$ cat src/rtl/hypercorex_pkg.sv
// Shared hypercorex definitions: default widths and the instruction fetch FSM encoding.
package hypercorex_pkg;

  localparam int unsigned InstMemAddrWidthDef = 32;
  localparam int unsigned InstWidthDef        = 32;
  localparam int unsigned FetchCountWidthDef  = 32;

  typedef enum logic [1:0] {
    IF_IDLE  = 2'd0,
    IF_RUN   = 2'd1,
    IF_DRAIN = 2'd2
  } if_state_e;

endpackage

$ cat src/rtl/inst_fetch_control.sv
// Instruction fetch sequencer: walks the PC through instruction memory, handles jumps,
// debug single-step and decoder back-pressure, and reports completion.
module inst_fetch_control
  import hypercorex_pkg::*;
#(
  parameter int unsigned InstMemAddrWidth = InstMemAddrWidthDef,
  parameter int unsigned InstWidth        = InstWidthDef,
  parameter int unsigned FetchCountWidth  = FetchCountWidthDef
) (
  input  logic                        clk_i,
  input  logic                        rst_ni,
  input  logic                        clr_i,
  input  logic                        start_i,
  input  logic                        dbg_en_i,
  input  logic                        dbg_step_i,
  input  logic                        loop_en_i,
  input  logic [InstMemAddrWidth-1:0] inst_last_addr_i,
  input  logic                        inst_jump_i,
  input  logic [InstMemAddrWidth-1:0] inst_jump_addr_i,
  input  logic                        inst_loop_done_i,
  output logic [InstMemAddrWidth-1:0] inst_pc_o,
  output logic                        inst_rd_en_o,
  input  logic [InstWidth-1:0]        inst_rd_data_i,
  output logic [InstWidth-1:0]        inst_o,
  output logic                        inst_valid_o,
  input  logic                        inst_ready_i,
  output logic                        loop_en_o,
  output logic                        loop_stall_o,
  output logic                        busy_o,
  output logic                        done_o,
  output logic [FetchCountWidth-1:0]  fetch_count_o
);

  if_state_e                   state_q, state_d;
  logic [InstMemAddrWidth-1:0] pc_q;
  logic [FetchCountWidth-1:0]  count_q;
  logic                        valid_q;

  logic run, adv, end_cond, accept, launch;

  assign run      = (state_q == IF_RUN);
  assign accept   = valid_q && inst_ready_i;
  assign adv      = run && (!valid_q || inst_ready_i) && (!dbg_en_i || dbg_step_i);
  assign end_cond = loop_en_i ? inst_loop_done_i : (pc_q == inst_last_addr_i);
  assign launch   = (state_q == IF_IDLE) && start_i;

  always_ff @(posedge clk_i or negedge rst_ni) begin
    if (!rst_ni) begin
      state_q <= IF_IDLE;
    end else begin
      state_q <= state_d;
    end
  end

  // A jump in the same cycle as the end condition keeps the sequencer running.
  always_comb begin
    state_d = state_q;
    if (clr_i) begin
      state_d = IF_IDLE;
    end else begin
      unique case (state_q)
        IF_IDLE:  if (start_i) state_d = IF_RUN;
        IF_RUN:   if (adv && !inst_jump_i && end_cond) state_d = IF_DRAIN;
        IF_DRAIN: if (accept) state_d = IF_IDLE;
        default:  state_d = IF_IDLE;
      endcase
    end
  end

  always_comb begin
    inst_rd_en_o = adv;
    loop_en_o    = run;
    loop_stall_o = run && !adv;
    busy_o       = (state_q != IF_IDLE);
    done_o       = (state_q == IF_DRAIN) && accept && !clr_i;
  end

  always_ff @(posedge clk_i or negedge rst_ni) begin
    if (!rst_ni) begin
      pc_q    <= '0;
      count_q <= '0;
      valid_q <= 1'b0;
    end else if (clr_i) begin
      pc_q    <= '0;
      count_q <= '0;
      valid_q <= 1'b0;
    end else if (launch) begin
      pc_q    <= '0;
      count_q <= '0;
    end else if (adv) begin
      valid_q <= 1'b1;
      if (count_q != '1) count_q <= count_q + FetchCountWidth'(1);
      if (inst_jump_i) begin
        pc_q <= inst_jump_addr_i;
      end else if (!end_cond) begin
        pc_q <= pc_q + InstMemAddrWidth'(1);
      end
    end else if (accept) begin
      valid_q <= 1'b0;
    end
  end

  assign inst_pc_o     = pc_q;
  assign inst_o        = inst_rd_data_i;
  assign inst_valid_o  = valid_q;
  assign fetch_count_o = count_q;

endmodule
$ cat config.mk
export PLATFORM = sky130hd
export DESIGN_NAME = inst_fetch_control
export DESIGN_NICKNAME = d
export VERILOG_FILES = /design/src/rtl/hypercorex_pkg.sv /design/src/rtl/inst_fetch_control.sv
export SDC_FILE = /design/constraint.sdc
export NUM_CORES = 1
export LEC_CHECK = 0
export CAP_MARGIN = 20
export CORE_AREA = 2 2 105 107
export DETAILED_ROUTE_END_ITERATION = 6
export DIE_AREA = 0 0 107 109
export GPL_ROUTABILITY_DRIVEN = 1
export GPL_TIMING_DRIVEN = 0
export PLACE_DENSITY = 0.86
export SYNTH_ARGS = -nofsm -noshare
export SYNTH_HDL_FRONTEND = slang
export SYNTH_SLANG_ARGS = --single-unit
$ cat constraint.sdc
create_clock -name clk_i -period 8.3 [get_ports clk_i]
set_clock_uncertainty 0.2 [all_clocks]
set_input_delay 2.075 -clock clk_i [delete_from_list [all_inputs] [get_ports clk_i]]
set_output_delay 2.075 -clock clk_i [all_outputs]
set_load 0.05 [all_outputs]
# Word level (Yosys, flattened, before mapping)
# Cells that the tools add are included.
[word_totals] inputBits=106 out_inout_bits=102 register_bits=67 wordCells=59
[classes] reduce_logical=25 muxes=19 eq_ne=9 n_addsub=2
[op_table] op="2-to-1 mux 32 bit" n=9
[op_table] op="adder 32 x 1 -> 32 bit, second input constant" n=2
[op_table] op="== test 32 bit" n=1
[op_table] op="!= test 32 bit, second input constant" n=1
[op_table] op="logical AND 1 bit" n=9
[op_table] op="nonzero test 3 bit" n=3
[op_table] op="2-to-1 mux 2 bit" n=4
[op_table] op="!= test 3 bit, second input constant" n=2
[op_table] op="case mux 2 bit (3 select lines)" n=1
[op_table] op="AND reduction 2 bit" n=3
[op_table] op="zero test 1 bit" n=5
[op_table] op="2-to-1 mux 1 bit" n=5
[op_table] op="!= test 4 x 3 -> 1 bit, second input constant" n=1
[op_table] op="!= test 3 x 2 -> 1 bit, second input constant" n=1
[op_table] op="AND reduction 3 bit" n=1
[op_table] op="== test 2 x 1 -> 1 bit, second input constant" n=1
[op_table] op="== test 2 bit, second input constant" n=1
[op_table] op="zero test 2 bit" n=1
[op_table] op="logical OR 1 bit" n=2
[op_table] op="!= test 2 bit, second input constant" n=1
[op_table] op="nonzero test 2 bit" n=1

# Logic depth before layout (Yosys ltp)
[logic_depth] word_depth=9 depth_mapped=9 ltp_nobuf=7

# Least setup slack after synthesis
# No wires, ideal clock.
[synth_path] path_type="in2out" from="input dbg_en_i" to="output loop_stall_o" path_slack_ns=2.000 stages=5 required_ns=6.025 arrival_ns=4.025 n_path_buf=1 cell_sequence="inv_1 -> o221ai_1 -> inv_1 -> buf_2 -> nor3_1"
[synth_via] elab_chain_len=5
[synth_lines] item="start: declaration" line_no="inst_fetch_control.sv:14" source="input logic dbg_en_i,"
[synth_lines] item="zero test 1 bit" line_no="inst_fetch_control.sv:43" source="assign adv = run && (!valid_q || inst_ready_i) && (!dbg_en_i || dbg_step_i);"
[synth_lines] item="logical OR 1 bit" line_no="inst_fetch_control.sv:43"
[synth_lines] item="logical AND 1 bit" line_no="inst_fetch_control.sv:43"
[synth_lines] item="named net inst_rd_en_o" line_no="inst_fetch_control.sv:22" source="output logic inst_rd_en_o,"
[synth_lines] item="zero test 1 bit" line_no="inst_fetch_control.sv:73" source="loop_stall_o = run && !adv;"
[synth_lines] item="logical AND 1 bit" line_no="inst_fetch_control.sv:73"
[synth_lines] item="end: declaration" line_no="inst_fetch_control.sv:28" source="output logic loop_stall_o,"
# The timed path passes the listed nets, and every way through them passes these cells.

# Worst setup path after layout
[layout_path] from="input dbg_en_i" to="output loop_stall_o"
[layout_via] elab_chain_len=5
[layout_lines] item="zero test 1 bit" line_no="inst_fetch_control.sv:43"
[layout_lines] item="logical OR 1 bit" line_no="inst_fetch_control.sv:43"
[layout_lines] item="logical AND 1 bit" line_no="inst_fetch_control.sv:43"
[layout_lines] item="zero test 1 bit" line_no="inst_fetch_control.sv:73"
[layout_lines] item="logical AND 1 bit" line_no="inst_fetch_control.sv:73"
# No other way between the ends.

==> run summary <==
The run finished with clean final reports. For the critical path data arrival time, the log shows 4.93 ns. Setup repair after global routing left no endpoint under its margin. The total negative slack was 0 ns.

The first global-routing pass estimated 29,100 um of wire. The critical path in this run is classified as in -> out. For the number of placement rows, the log shows 38. The number of nets handed over by synthesis was 699. The number of synthesized register bits is 67. The chip height is 109 um, and the ratio of total power to cell area is 126 nW/um2. Buffers inserted to repair hold after CTS numbered 0.

Once the floorplan was initialized, standard cells occupied 45.8% of the core. In the final layout, the share of cells above drive strength 1 is 8.31%. For the fmax, the log shows 0.139 GHz. CTS root buffer: sky130_fd_sc_hd__clkbuf_8. By area the synthesized netlist is led by sky130_fd_sc_hd__dfrtp_1, sky130_fd_sc_hd__xnor2_1, sky130_fd_sc_hd__nor2_1.

The final core area utilization was 66.1%; the data required time at the worst endpoint was 6.03 ns. Across the VDD grid, the largest voltage drop is 0.0000834 V. The via count was 5,665; the minimum period implied by the final worst setup slack was 7.21 ns.

Setup violations remaining at the end of the flow were counted as 0. In this run the cell area of the synthesized design comes to 4860 um2. Dividing the detail-routed via count by the number of cells gives 6.14. Among all stages on the critical path, the largest delay is contributed by sky130_fd_sc_hd__clkdlybuf4s50_1. TritonCTS built the clock tree. Final net count: 885. The tool flagged a number of max-cap violations equal to 0.

The number of iterations in the first detailed-routing pass was 5; the share of async-settable or async-resettable flops after synthesis was 100%. The tools report the final count of hold timing violations as 0. For the total congestion overflow after global routing, the log shows 0. For this design, the sink count on the clock tree is 67. The floorplan step defined a die boundary enclosing 11,700 um2.

The H-tree was split into 3 levels. The global routing usage on met3 was 6.69%. The endpoint kind of the worst setup timing path was an output pin. The worst register-to-register path has a depth of 6. In this run the most used layer during global routing was met2. The tools report the smallest hold slack as 0.362 ns. The global-route usage over all layers was 32.0%; the port buffer count was 174. The instance count along the most critical hold path is 1. The worst setup path is launched from a primary input. The synthesis-to-layout area growth is 44.3%, and the number of buffers between clock root and the deepest sink is 2. The detailed router's first-iteration violation count came out at 400. The run gives 13,700 um as the post-detailed-placement half-perimeter wirelength. The ratio of final minimum period to clock period was 86.9%; the largest net degree at the start of global routing was 68. The largest driver fanout on the critical path was 10. In this run the static leakage power is 0.00266 uW. The register clock-pin slew on the reported worst setup and hold paths is 0.08 ns, and the number of synthesized flops with an enable pin is 0. After floorplanning, the core was sized to cover 10,600 um2.

Counting the buffers created by CTS gives 9. The critical path goes through clkdlybuf4s50_1 > inv_1 > o221ai_1 > inv_1 > buf_2 > nor3_1 > clkdlybuf4s50_1. Once layout is done, the placed cells without fillers occupy 7010 um2.

Post-CTS timing repair inserted 0 buffers for setup. The width of the die was 107 um; the post-placement cell area was 6780 um2. The sequential element share of the synthesized area is 34.5%.

The predominant post-synthesis flop cell is sky130_fd_sc_hd__dfrtp_1. The count of nets left with antenna violations once routing finished came out at 0. Global routing consumed, on the met1 layer, 40.2% of the routing resources. Mean instance size in the synthesized netlist: 8.22 um2. In the synthesized netlist, the number of instances is 591. Total I/O pin count: 208.

The largest single stage delay on the critical path is 0.84 ns. The count of different cell masters after synthesis came out at 56. The worst slew margin relative to its limit is 27.0%. The via count of the first global-routing pass was 5,547; the number of warnings printed during yosys synthesis was 0. The routing usage on met2 is 54.8%. At the end of routability-driven placement, the weighted congestion stood at 0.977. The area share of the largest cell type after synthesis was 34.5%. The clock latency on the worst-skew pair is 0.36 ns. The number of antenna diodes in the final layout is 0. The number of pins with negative max-slew slack in the final report was 0.

For this run, design rule violations remaining after detail routing come to 0. Of all cell types, the one taking the most synthesized area is sky130_fd_sc_hd__dfrtp_1. The worst-margin pin slew is 1.09 ns, and the number of resized instances in the post-cts repair step is 0. After detailed routing, the average wire length per cell comes to 20.0 um. The commonest cells after synthesis are sky130_fd_sc_hd__dfrtp_1, sky130_fd_sc_hd__nor2_1, sky130_fd_sc_hd__clkbuf_1, sky130_fd_sc_hd__nand2_1, sky130_fd_sc_hd__buf_4.

In this run the worst hold path is classified as reg -> reg. The tools report the wire length after detailed routing as 18,500 um. For the initial antenna violation count, the log shows 0.
-- report_power, final --
| group | switching (uW) | internal, uW | total, uW | leakage [uW] |
|---|---|---|---|---|
| sequential | 8.92 | 331 | 340 | 0.000930 |
| combinational | 135 | 87.9 | 223 | 0.00162 |
| clock | 144 | 177 | 322 | 0.000108 |
| total | 288 | 597 | 884 | 0.00266 |
-- metrics by stage --
| step | power, uW | instances | setup slack [ns] |
|---|---|---|---|
| floorplan | 466 | 591 | 2.00 |
| global placement | 565 | 905 | 1.07 |
| detailed placement | 567 | 906 | 1.09 |
| CTS | 884 | 922 | 1.08 |
| global route | 915 | 922 | 1.01 |
| finish | 884 | 922 | 1.09 |
-- registers in the layout (all words and copies together) (netlist names) --
signal and cells:
inst_pc_o 32, state_q 2, inst_valid_o 1, fetch_count_o 32
-- logic make-up (layout without fill, tap and decap cells) --
logic type	after synthesis	count (layout)	share of synthesized area, %
and+or+nand+nor	245	245	25.6
AOI/OAI and AO/OA	139	139	21.0
buffers and inverters	89	280	9.56
xor gates and xnor gates	49	49	8.84
adders and majority gates	2	2	0.515
DFF	67	67	34.5
-- cell usage in the layout, fill, tap and decap left out, types with 27 or more instances in the layout --
cell | Yosys | routed
sky130_fd_sc_hd__a21oi_1 | 31 | 31
sky130_fd_sc_hd__xnor2_1 | 31 | 31
sky130_fd_sc_hd__nand4_1 | 27 | 27
sky130_fd_sc_hd__dfrtp_1 | 67 | 67
sky130_fd_sc_hd__nor2_1 | 67 | 67
sky130_fd_sc_hd__clkbuf_1 | 36 | 36
sky130_fd_sc_hd__nand3_1 | 29 | 29
sky130_fd_sc_hd__nand2_1 | 34 | 34
sky130_fd_sc_hd__buf_4 | 32 | 33
sky130_fd_sc_hd__clkdlybuf4s50_1 | 0 | 173
-- per-layer routing --
layer | share of wire [%] | routed length [um]
met1 | 39 | 7170
met2 | 48 | 8790
met3 | 11 | 2110
met4 | 2.1 | 396
met5 | 0 | 0
-- path summary, 6_finish.rpt --
| check | startpoint | to | slack (ns) |
|---|---|---|---|
| worst max-delay path | dbg_en_i | loop_stall_o | 1.09 |
| worst min-delay path | state_q[1] | state_q[0] | 0.36 |
| worst max register to register | state_q[0] | inst_pc_o[16] | 5.01 |
| worst min register to register | state_q[1] | state_q[0] | 0.36 |
| max in group asynchronous | rst_ni | fetch_count_o[1] | 5.66 |
| min in group asynchronous | rst_ni | inst_pc_o[16] | 1.60 |
-- cell type report --
cell class              instances  area (um2)
fillers                       875        3600
repair buffers                175        1750
inverters                      14        52.6
clock inverters                 6        88.8
plain buffers                  75         412
flip-flops and latches         67        1680
well taps                     140         175
multi-input cells             435        2720
clock buffers                  10         138
-- worst max-delay path, delay by kind of cell --
family,cells,cell delay [ns]
buf+inv,5,1.91
compound gates,1,0.78
simple gates,1,0.17
No activity file was read; power rests on OpenSTA's default activity.
